## src/rtl/busy_gnt_arb_pkg.sv

```systemverilog
// -----------------------------------------------------------------------------
// busy_gnt_arb_pkg
// Shared types and constants for the busy/grant arbiter.
//   state_e         : FSM state encoding (IDLE, BUSY, GRANT)
//   BUSY_LEN_W      : width of the busy_len request field
//   MAX_BUSY_LIMIT  : largest legal value of the MAX_BUSY parameter
// -----------------------------------------------------------------------------
package busy_gnt_arb_pkg;

    typedef enum logic [1:0] {
        IDLE  = 2'd0,
        BUSY  = 2'd1,
        GRANT = 2'd2
    } state_e;

    localparam int BUSY_LEN_W     = 3;
    localparam int MAX_BUSY_LIMIT = 7;

endpackage

```

## src/rtl/rr_picker.sv

```systemverilog
// -----------------------------------------------------------------------------
// rr_picker
// Combinational round-robin selector.
// The search begins at start_i, which is the index following the last
// winner, and wraps around. Because of this, the previous winner is visited last.
// Ports:
//   req_i   : request vector, one bit per requester
//   start_i : first index to examine (index after the last winner)
//   idx_o   : index of the selected requester (0 when nothing is requested)
//   valid_o : high when any request bit is set
// -----------------------------------------------------------------------------
module rr_picker #(
    parameter  int NUM_REQ = 4,
    localparam int IDX_W   = $clog2(NUM_REQ)
) (
    input  logic [NUM_REQ-1:0] req_i,
    input  logic [IDX_W-1:0]   start_i,
    output logic [IDX_W-1:0]   idx_o,
    output logic               valid_o
);

    // Scan from the farthest offset down to offset 0. The final hit is
    // therefore the closest one to start_i.
    always_comb begin
        logic [IDX_W-1:0] k;
        valid_o = 1'b0;
        idx_o   = '0;
        k       = '0;
        for (int i = NUM_REQ - 1; i >= 0; i--) begin
            k = IDX_W'((int'(start_i) + i) % NUM_REQ);
            if (req_i[k]) begin
                valid_o = 1'b1;
                idx_o   = k;
            end
        end
    end

endmodule

```

## src/rtl/busy_gnt_arbiter.sv

```systemverilog
// -----------------------------------------------------------------------------
// busy_gnt_arbiter
// Round-robin arbiter for a single shared resource.
// When a request is accepted, the resource stays busy for N cycles. After the
// busy phase, the owner receives a one-cycle completion grant.
//
// Handshake: a requester raises its req bit (level) and keeps it high.
// Acceptance happens in any IDLE or GRANT cycle where req is non-zero.
// busy_len is sampled at that same edge. The owner is told that its
// transaction is complete by a single-cycle gnt pulse. req is ignored while
// busy is high. A requester that keeps req high after its gnt pulse is
// re-arbitrated behind every other active requester.
//
// Parameters: NUM_REQ (2..8) requesters, MAX_BUSY (1..7) longest busy phase.
// Ports:
//   clk, rst_n  : clock, asynchronous active-low reset
//   req         : level request per requester
//   busy_len    : requested busy length. 0 maps to 1, values above MAX_BUSY
//                 map to MAX_BUSY
//   busy        : shared resource occupied
//   gnt         : one-hot single-cycle completion grant
//   gnt_id      : current owner index (valid while busy or gnt)
//   len_clamped : one-cycle flag, sampled busy_len was out of range
//   dbg_state_o : FSM state, for observation only
// Optional: define BUSY_GNT_ARBITER_SVA_EN to embed protocol assertions.
// -----------------------------------------------------------------------------
module busy_gnt_arbiter
    import busy_gnt_arb_pkg::*;
#(
    parameter  int NUM_REQ  = 4,
    parameter  int MAX_BUSY = 5,
    localparam int IDX_W    = $clog2(NUM_REQ)
) (
    input  logic                  clk,
    input  logic                  rst_n,
    input  logic [NUM_REQ-1:0]    req,
    input  logic [BUSY_LEN_W-1:0] busy_len,
    output logic                  busy,
    output logic [NUM_REQ-1:0]    gnt,
    output logic [IDX_W-1:0]      gnt_id,
    output logic                  len_clamped,
    output state_e                dbg_state_o
);

    localparam logic [BUSY_LEN_W-1:0] MAX_LEN = BUSY_LEN_W'(MAX_BUSY);

    state_e                  state_q;
    logic                    busy_q;
    logic [NUM_REQ-1:0]      gnt_q;
    logic [IDX_W-1:0]        gnt_id_q;
    logic                    clamp_q;
    logic [BUSY_LEN_W-1:0]   cnt_q;
    logic [IDX_W-1:0]        ptr_q;

    logic [IDX_W-1:0]        win_idx;
    logic                    win_valid;
    logic                    accept_d;
    logic                    clamp_d;
    logic [BUSY_LEN_W-1:0]   eff_len_d;
    logic [IDX_W-1:0]        ptr_d;

    rr_picker #(.NUM_REQ(NUM_REQ)) u_picker (
        .req_i   (req),
        .start_i (ptr_q),
        .idx_o   (win_idx),
        .valid_o (win_valid)
    );

    always_comb begin
        accept_d  = ((state_q == IDLE) || (state_q == GRANT)) && win_valid;
        clamp_d   = (busy_len == '0) || (busy_len > MAX_LEN);
        eff_len_d = busy_len;
        if (busy_len == '0) begin
            eff_len_d = BUSY_LEN_W'(1);
        end else if (busy_len > MAX_LEN) begin
            eff_len_d = MAX_LEN;
        end
        // ptr_q holds the index after the last winner, so the winner is
        // visited last on the next search.
        ptr_d = (win_idx == IDX_W'(NUM_REQ - 1)) ? '0 : win_idx + IDX_W'(1);
    end

    always_ff @(posedge clk or negedge rst_n) begin
        if (!rst_n) begin
            state_q  <= IDLE;
            busy_q   <= 1'b0;
            gnt_q    <= '0;
            gnt_id_q <= '0;
            clamp_q  <= 1'b0;
            cnt_q    <= '0;
            ptr_q    <= '0;
        end else begin
            gnt_q   <= '0;
            clamp_q <= 1'b0;
            case (state_q)
                IDLE, GRANT: begin
                    if (accept_d) begin
                        state_q  <= BUSY;
                        busy_q   <= 1'b1;
                        gnt_id_q <= win_idx;
                        cnt_q    <= eff_len_d - BUSY_LEN_W'(1);
                        clamp_q  <= clamp_d;
                        ptr_q    <= ptr_d;
                    end else begin
                        state_q <= IDLE;
                        busy_q  <= 1'b0;
                    end
                end
                BUSY: begin
                    // The counter holds the number of busy cycles left after the current one.
                    if (cnt_q == '0) begin
                        state_q         <= GRANT;
                        busy_q          <= 1'b0;
                        gnt_q[gnt_id_q] <= 1'b1;
                    end else begin
                        cnt_q <= cnt_q - BUSY_LEN_W'(1);
                    end
                end
                default: begin
                    state_q <= IDLE;
                    busy_q  <= 1'b0;
                end
            endcase
        end
    end

    assign busy        = busy_q;
    assign gnt         = gnt_q;
    assign gnt_id      = gnt_id_q;
    assign len_clamped = clamp_q;
    assign dbg_state_o = state_q;

`ifdef BUSY_GNT_ARBITER_SVA_EN
    a_accept_seq: assert property (@(posedge clk) disable iff (!rst_n)
        accept_d |-> ##1 busy[*1:MAX_BUSY] ##1 (gnt != '0));

    a_gnt_onehot: assert property (@(posedge clk) disable iff (!rst_n)
        $onehot0(gnt));

    a_busy_gnt_excl: assert property (@(posedge clk) disable iff (!rst_n)
        !(busy && (gnt != '0)));

    a_id_stable: assert property (@(posedge clk) disable iff (!rst_n)
        (busy && $past(busy)) |-> $stable(gnt_id));
`endif

endmodule

```

## config.mk

```make
export PLATFORM = sky130hd
export DESIGN_NAME = busy_gnt_arbiter
export DESIGN_NICKNAME = d
export VERILOG_FILES = /design/src/rtl/busy_gnt_arb_pkg.sv /design/src/rtl/rr_picker.sv /design/src/rtl/busy_gnt_arbiter.sv
export SDC_FILE = /design/constraint.sdc
export NUM_CORES = 1
export LEC_CHECK = 0
export CORE_MARGIN = 2
export CORE_UTILIZATION = 45
export CTS_CLUSTER_SIZE = 16
export DETAILED_ROUTE_END_ITERATION = 8
export GPL_TIMING_DRIVEN = 0
export PLACE_DENSITY = 0.78
export SLEW_MARGIN = 20
export SYNTH_ARGS = -nofsm -noshare
export SYNTH_HDL_FRONTEND = slang
export SYNTH_SLANG_ARGS = --single-unit
```

## constraint.sdc

```tcl
create_clock -name clk -period 1.6 [get_ports clk]
set_input_delay 0.24 -clock clk [delete_from_list [all_inputs] [get_ports clk]]
set_output_delay 0.24 -clock clk [all_outputs]
set_load 0.02 [all_outputs]
```

# Word-level counts from Yosys, hierarchy flattened
# Index checks and enable logic that the tools add are counted.
# Widths: inputs -> output; s select.
# word_totals
regBits	15
latchBits	0
ramBits	0
mem_bits_ro	0
inputBits	9
out_inout_bits	10
word_cells	71
n_memories	0
# classes
n_addsub	6
multipliers	0
div_mod_pow	0
order_cmp	7
n_eq_ne	6
shifts	0
mux	34
n_bitwise	0
reduce_logical	11
# ops
operator	n
$lt 2x3->1 const B	5
$mux 1	14
$mux 2	6
$mux 3	4
$bmux 1 s2	4
$mux 4	2
$logic_not 3->1	2
$ne 2x2->1 const B	3
$pmux 3 s2	1
$sub 3x1->3 const B	2
$add 2x1->2 const B	2
$add 2x2->2 const B	2
$eq 2x2->1 const B	2
$pmux 2 s2	1
$gt 3x3->1 const B	1
$reduce_and 3->1	1
$demux 1 s2	1
$eq 2x1->1 const B	1
$ge 2x1->1 const B	1
$logic_and 1x1->1	2
$logic_not 2->1	1
$logic_or 1x1->1	2
$pmux 1 s2	1
$reduce_and 2->1	1
other kinds (2)	2

# Longest topological paths before layout
# Gate-level depths: netlist of the first run.
# logic_depth
word_depth	10
ltp_mapped	6
depth_no_buf	6

# Cells and area by module
# Synthesis of the first run repeated with hierarchy kept, for this count alone.
# unflattened
hier_cells	64
hier_area_um2	745.7
# modules_own_cells
mod	instances	cells_per_inst	area_per_inst_um2	seq_area_each_um2
busy_gnt_arbiter	1	51	668.1	375.4
rr_picker	1	13	77.6	0.0

# Worst setup path before layout of the first run
# No wires, ideal clock.
# synth_path
path_kind	register to register
start	register state_q[0] (netlist: dbg_state_o[0])
end	register cnt_q[1]
setup_time_ns	0.077
t_arrival_ns	1.476
t_required_ns	1.523
path_slack_ns	0.047
path_stages_with_launch	6
n_path_buf	0
period_less_slack_ns	1.553
cell_sequence	dfrtp_1 -> and2b_1 -> or3_1 -> o21ai_1 -> ha_1 -> a21oi_1
# synth_via
elab_chain_len	5
elab_cells_between_ends	11
classes_between	eq/ne: 4; mux: 1; reduce/logical: 6
# synth_lines
item	line_no	source
start, declared	busy_gnt_arbiter.sv:47	state_e state_q;
start signal, assigned	busy_gnt_arbiter.sv:85	state_q <= IDLE;
start signal, assigned	busy_gnt_arbiter.sv:98	state_q <= BUSY;
start signal, assigned	busy_gnt_arbiter.sv:105	state_q <= IDLE;
$eq 2x2->1 / $logic_not 2->1 (equally long branches)	busy_gnt_arbiter.sv:70, busy_gnt_arbiter.sv:95	
$logic_or 1x1->1	busy_gnt_arbiter.sv:70	accept_d = ((state_q == IDLE) || (state_q == GRANT)) && win_valid;
$logic_and 1x1->1	busy_gnt_arbiter.sv:70	
$ne 2x2->1 (no source line)	-	
$reduce_and 3->1 (no source line)	-	
end signal, assigned	busy_gnt_arbiter.sv:101	cnt_q <= eff_len_d - BUSY_LEN_W'(1);
end signal, assigned	busy_gnt_arbiter.sv:116	cnt_q <= cnt_q - BUSY_LEN_W'(1);
end, declared	busy_gnt_arbiter.sv:52	logic [BUSY_LEN_W-1:0] cnt_q;
# Parallel ways exist; a longest one is shown, timed or not.
# A chain may end at the register's enable or synchronous reset.

# Worst setup path in the final report of the first run
# Same ends and word-level chain as after synthesis.

==> impl_summary.md, run 1 <==
Layout
From synthesis to final layout, the design area changed by 39.45%. The diode insertion count for antenna repair is 0. The proportion of layout cells with a drive suffix above 1 is 0.1789. In the final design database the tool counted between 100 and 150 nets.

Once layout is complete, the utilization of the core stands at 0.6752. The post-route cell area is approximately 0.0010 mm^2.

Yosys
In the post-synthesis netlist, the biggest area contributors are sky130_fd_sc_hd__dfrtp_1 51%, sky130_fd_sc_hd__nand2_1 6.2%, sky130_fd_sc_hd__a21oi_1 4.8%. The cell area that synthesis handed to floorplanning was ~730 um^2. Synthesis produced a netlist with a net count of 80. The most used flip-flop cell after synthesis is sky130_fd_sc_hd__dfrtp_1. The area share of the largest cell type after synthesis is 0.5146. The synthesized design contains 0 enable-type register cells. The netlist uses 28 different library cells. The biggest area contributor in the post-synthesis netlist is sky130_fd_sc_hd__dfrtp_1. The number of warnings reported in the yosys synthesis log is 0. After synthesis, the mean cell area works out to 10.42 um^2. For this run, asynchronously set or reset flops after synthesis account for 1.000. Ranked by instance count, the synthesized netlist is headed by 15 x sky130_fd_sc_hd__dfrtp_1, 12 x sky130_fd_sc_hd__nand2_1, 7 x sky130_fd_sc_hd__a21oi_1. The sequential area share after synthesis is 0.5146. Among all cell types in the netlist, the one instantiated most often is sky130_fd_sc_hd__dfrtp_1. The number of instances in the synthesized netlist is 70.

The flop and latch count out of synthesis is 15.

Detailed routing
The remaining number of nets flagged by the antenna check after routing is 0. The post-detailed-route DRC marker count is 0. The average routed wire per standard cell is about 15 um.

The total routed wirelength is around 1600 um. The via total after detailed routing is ~610. After detailed routing, the number of vias per cell comes to approximately 5.5. The number of DRC markers after the initial detailed-route iteration is 12. The number of iterations in the first detailed-routing pass is 3.

Global route
The final global-route overflow total is 0. The via count of the first global-routing pass was 552. The overall global routing resource usage is 0.1690. The maximum number of pins on one net before global-route repair is 16. The wire length of the first global-routing pass is roughly 2400 um. The initial antenna violation count is 0.

Timing
The total count of hold-check failures in the final report is 0. Counting I/O delays and the setup requirement, the final critical path takes ~1600 ps. The final number of max-transition violations is 0.

Setup slack on the critical path of the routed design comes to roughly 35 ps. Summed over all failing endpoints, the final setup total negative slack is 0 ps. The worst slew margin relative to its limit is 0.5428. The number of endpoints failing setup at the final stage is 0. For the pin with the worst max-slew slack, the measured transition is a little under 700 ps.

The portion of the clock cycle consumed by the worst path in the final layout is 0.9781. The largest clock skew in the final design is 1.587 ps. The maximum frequency from static timing analysis is around 640 MHz.

Power
The switching share of power is 0.4105. Power spread over the standard cell area amounts to just under 2000 mW/mm^2. The combinational fraction of design power is 0.554. The net switching component of the power is between 0.0008 and 0.0009 W. VDD sags by at most around 1.4 mV. Of the total power, the clock network draws 0.111. The leakage power is about 0.47 nW. The internal power is roughly 0.0012 W. The share of total power dissipated in sequential elements is 0.336.

Floorplanning
The core region area is around 0.0015 mm^2. The die outline height is 44.26 um. The placement row count is 14. In this run the horizontal extent of the chip is between 40 and 50 um. The top-level I/O count is 19.

The initial utilization of the core area, before any placement, comes to 0.4842. The die covers around 0.002 mm^2.

Clocking
For this design, the sink count on the clock tree is 15. The cell sitting at the root of the clock tree is a sky130_fd_sc_hd__clkbuf_4. The insertion delay to the later sink of the worst-skew pair is 280 ps.

After clock tree synthesis, the clock-pin slew on the worst setup and hold paths is 90 ps. In this run the deepest clock path goes through 2 buffers. In this run the number of H-tree levels came out at 1. The total of hold buffers inserted after clock tree synthesis is 0.

Buffers inserted during clock tree synthesis total 3. The TritonCTS clock tree is done.

Critical path
STA classifies the critical path startpoint as a flip-flop. The critical path is of the reg -> reg type. The data arrival time of the critical path is ~1800 ps. The startpoint of the worst setup timing path is dbg_state_o[0]$_DFFE_PN0P_. The worst setup path is captured at a flip-flop.

The launch instance of the worst register-to-register path is dbg_state_o[0]$_DFFE_PN0P_. Of all nets on the critical path, the largest fanout is 5. At the worst endpoint, the required time is around 1800 ps.

Place
The placer congestion estimate is between 0.8 and 0.9. The worst slack after detailed placement is -241.2 ps. The post-detailed-placement cell area is 929.6 um^2.

Port buffering added 18 buffers. After legalization and detailed placement, the total HPWL measured 1048 um.

Flow run
Across the run, the number of max-cap violations was 0.

Worst hold path
The min-delay analysis places its worst path in the category in -> async.

Run status
The flow ran to the end, and the final reports show no timing, DRC or antenna violations.
## cell type report
| class | count | area [um^2] |
|---|---|---|
| Buffer | 1 | 11.26 |
| Clock buffer | 4 | 26.28 |
| Fill cell | 130 | 489.2 |
| Inverter | 2 | 7.507 |
| Multi-Input combinational cell | 52 | 369.1 |
| Sequential cell | 15 | 375.4 |
| Tap cell | 16 | 20.02 |
| Timing Repair Buffer | 21 | 207.7 |
## power groups by stage
stage	registers (W)	logic, W	clock network [W]
2_1_floorplan	0.000727	0.000545	0
3_3_place_gp	0.000656	0.000881	0
3_5_place_dp	0.000666	0.000905	0
4_1_cts	0.000660	0.000907	0.000225
5_1_grt	0.000686	0.00118	0.000241
6_report	0.000664	0.00110	0.000219
## cells in the final DEF (no fill, tap or decap), drive strengths merged, types with 2 or more instances in the layout
cell	instances
dlygate4sd2	2
mux2i	2
inv	2
clkbuf	4
dlymetal6s2s	3
dfrtp	15
nand2	12
a21oi	7
xnor2	2
nor2	5
o21ai	3
nor3	3
clkdlybuf4s50	13
buf	4
nor3b	3
## sequential cells by signal, summed over array words and instances (netlist names)
register     cells
busy             1
cnt_q            3
dbg_state_o      2
gnt              4
gnt_id           2
len_clamped      1
ptr_q            2
## per-layer routing
metal  part of all wire  track usage  wire length [um]  up-vias
met3              0.054      0.04898                88        2
met5                  0            0                 0        -
li1                   -            -                 -      299
met4              0.014      0.05455                23        0
met2               0.51       0.2676               823       20
met1               0.42       0.2231               690      292
## timing repair
action / CTS / global route
gates resized for setup: 4 / 8
setup endpoints to repair: 4 / 4
pin swaps: 0 / 4
buffers inserted: 0 / 3
## stage by stage
stage	cells	hold slack [ps]	power [W]
finish	111	363.9	0.001978
global route	111	410.6	0.002103
CTS	108	376.5	0.001792
detailed placement	104	467.2	0.001571
global placement	104	467.5	0.001537
floorplan	70	-55.59	0.001272
## final timing paths
kind / to / slack, ps / depth (start not counted)
min: len_clamped$_DFF_PN0_ / 360 / 1
min in group clk: gnt_id[1]$_DFFE_PN0P_ / 460 / 5
max: cnt_q[1]$_DFFE_PN0P_ / 40 / 5
max reg2reg: cnt_q[1]$_DFFE_PN0P_ / 40 / 5
max in group asynchronous: ptr_q[1]$_DFFE_PN0P_ / 800 / 1
min reg2reg: busy$_DFFE_PN0P_ / 500 / 2
## worst max-delay path, stage by stage, from the launching register on
cell and delay [ps]:
sky130_fd_sc_hd__dfrtp_1 420, sky130_fd_sc_hd__and2b_2 230, sky130_fd_sc_hd__or3_4 420, sky130_fd_sc_hd__o21ai_4 100, sky130_fd_sc_hd__ha_4 230, sky130_fd_sc_hd__a21oi_2 110
## cell families after synthesis
kind of cell / after synthesis / share of synthesized area
buf+inv: 3 / 0.02573
simple gates: 30 / 0.2179
xor+xnor: 2 / 0.02402
fa+ha+maj: 1 / 0.01715
flops: 15 / 0.5146
mux: 3 / 0.04802
compound gates: 16 / 0.1527
Note: power is estimated with default switching activity, not from simulation.
==> run 2: changes to the inputs <==
GPL_ROUTABILITY_DRIVEN = 1   (was not set)
GPL_TIMING_DRIVEN = 1   (was 0)
==> impl_summary.md, run 2 (same netlist as run 1, synthesis figures left out) <==
Critical path
The count of buffer and inverter cells on the critical path is 1 (+1). The critical path starts at dbg_state_o[1]$_DFFE_PN0P_. The classification of the worst setup path is reg -> out.

The highest-delay cell along the critical path is sky130_fd_sc_hd__clkdlybuf4s50_1. The delay contributed by the slowest stage of the critical path is 610 ps (+190 ps). The top fanout value on the critical path came to 3 (-2). The worst register-to-register path begins at dbg_state_o[1]$_DFFE_PN0P_.

The worst setup path is launched from a flip-flop. The capturing element type of the critical path is an output port. The data arrival time of the critical path is 1280 ps (-500 ps).

The required time of the worst setup path came to 1360 ps (-460 ps). The signal on the critical path passes through clkdlybuf4s50_1. Broken down by cell family, the worst path's largest delay share belongs to buffers and inverters.

Timing
Setup repair after global routing left no endpoint under its margin. The total count of hold-check failures in the final report is 0 (unchanged). The worst slew margin relative to its limit was 0.7857 (+0.2430).

The number of endpoints failing setup at the final stage is 0 (unchanged). The slew of the pin with the lowest slew margin is 319.7 ps (-364.0 ps). The final number of max-transition violations is 0 (unchanged). The final critical delay including setup and external delays is 1520 ps (-44.83 ps). The maximum frequency from static timing analysis was 657.9 MHz (+2.9%). The largest clock skew in the final design is 11.13 ps (+9.542 ps).

The portion of the clock cycle consumed by the worst path in the final layout is 0.9500 (-0.02802).

Power
The sum of internal, switching and leakage power is 0.001912 W (-3.3%). The power density over the cells came to 1808 mW/mm^2 (-7.0%). The leakage power is 0.4994 nW (+6.1%). The worst-case vdd ir drop is 1.091 mV (-21%).

Layout
The final cell count without fillers is 121 (+9.0%). The number of flip-flops in the largest register was 4 (unchanged). The number of nets in the final layout is 116 (+9.4%). The diode insertion count for antenna repair was 0 (unchanged). The post-route core utilization is 0.7018 (+0.02658). The proportion of layout cells with a drive suffix above 1 is 0.2381 (+0.05915). In the layout the commonest cells are 15 x sky130_fd_sc_hd__dfrtp_1, 15 x sky130_fd_sc_hd__clkdlybuf4s50_1, 14 x sky130_fd_sc_hd__buf_4.

From synthesis to final layout, the design area changed by 44.94%.

Floorplanning
The die outline height is 44.26 um (unchanged). The placement row count is 14 (unchanged). The die footprint was 0.001959 mm^2 (unchanged). The top-level I/O count is 19 (unchanged). The core region area is 0.001506 mm^2 (unchanged). The initial standard-cell utilization of the core was 0.4842 (unchanged).

The die boundary width came to 44.26 um (unchanged).

Clocking
The number of buffers inserted during clock tree synthesis is 3 (unchanged). The clock transition at the register clock pins on the worst setup and hold paths after CTS is 100 ps (about the same). The number of H-tree branching levels is 1 (unchanged).

The worst-case clock buffer depth was 2 (unchanged). The TritonCTS clock tree is done. The total clock sinks is 15 (unchanged). The number of setup buffers added after CTS is 0 (unchanged). The clock root buffer is sky130_fd_sc_hd__clkbuf_4. The insertion delay to the later sink of the worst-skew pair was 290 ps (about the same).

Detailed routing
The number of DRC markers after the initial detailed-route iteration came to 6 (-6). The number of iterations in the first detailed-routing pass is 4 (+1). The mean number of vias per cell is 5.281 (-4.4%). The total routed wirelength is 1573 um (-3.3%).

The average routed wire per standard cell is 13.00 um (-11%). The remaining number of nets flagged by the antenna check after routing is 0 (unchanged). The post-detailed-route DRC marker count is 0 (unchanged). The via total after detailed routing is 639 (+4.2%).

Place
The count of port buffers added during placement is 18 (unchanged). The placer congestion estimate was 0.8202 (-5.1%). The number of cells in the design after placement is 117 (+13%). The placed wire-length estimate came to 1265 um (+21%).

Global route
The maximum number of pins on one net before global-route repair is 16 (unchanged). The overall global routing resource usage is 0.1973 (+0.02830). The final global-route overflow total is 0 (unchanged). The via count of the first global-routing pass is 622 (+13%). The initial antenna violation count is 0 (unchanged). The wire length of the first global-routing pass is 2746 um (+14%).

Worst hold path
In this run the worst hold path is classified as in -> async.

Run status
The flow ran to the end, and the final reports show no timing, DRC or antenna violations.

Flow run
The count of max-cap constraint violations is 0 (unchanged).
==> run 2: metrics by stage <==
step / TNS, ps / hold slack (ps) / area, um^2 / setup slack, ps
finish: 0 / 246.3 / 1057 / 79.94
global route: 0 / 266.1 / 1057 / 13.06
CTS: 0 / 252.3 / 1049 / 3.163
detailed placement: -618.2 / 466.0 / 1023 / -188.1
global placement: -402.0 / 467.4 / 1023 / -155.6
floorplan: 0 / -55.59 / 729.5 / 46.77
==> run 2: repair_timing <==
action                                  CTS  global route
endpoints found under the setup margin    2             3
cloned                                    0             0
gates resized for setup                   2             3
hold buffers                              0             0
==> run 2: metal layers <==
metal | track usage | wire length (um) | vias up | part of all wire
met1 | 0.2336 | 665 | 303 | 0.42
li1 | - | - | 315 | -
met3 | 0.04082 | 74 | 5 | 0.047
met4 | 0.09091 | 31 | 0 | 0.020
met5 | 0 | 0 | - | 0
met2 | 0.3412 | 802 | 16 | 0.51
==> run 2: power by group <==
| group | internal, W | leakage [nW] | switching, W |
|---|---|---|---|
| combinational | 0.000542 | 0.294 | 0.000507 |
| sequential | 0.000522 | 0.188 | 0.000122 |
| clock | 0.0000930 | 0.0177 | 0.000126 |
==> run 2: worst register-to-register path: cells and delay by family, from the launching register on <==
| kind | cells | cell delay (ps) |
|---|---|---|
| compound gates | 2 | 200 |
| fa+ha+maj | 1 | 280 |
| flops | 1 | 380 |
| simple gates | 2 | 560 |
==> run 2: cell type report <==
class | count | area (um^2)
multi-input cells | 52 | 341.6
fillers | 111 | 449.2
repair buffers | 32 | 285.3
well taps | 16 | 20.02
clock buffers | 3 | 22.52
flip-flops and latches | 15 | 375.4
inverters | 2 | 7.507
clock inverters | 1 | 5.005
==> run 2: path summary, 6_finish.rpt <==
kind	end	slack, ps	cells past startpoint
setup / recovery	dbg_state_o[1]	80	1
hold / removal	dbg_state_o[1]$_DFFE_PN0P_	250	2
setup reg to reg	cnt_q[1]$_DFFE_PN0P_	90	5
hold reg to reg	busy$_DFFE_PN0P_	490	2
max in group asynchronous	cnt_q[0]$_DFFE_PN0P_	1170	2
min in group clk	busy$_DFFE_PN0P_	490	2
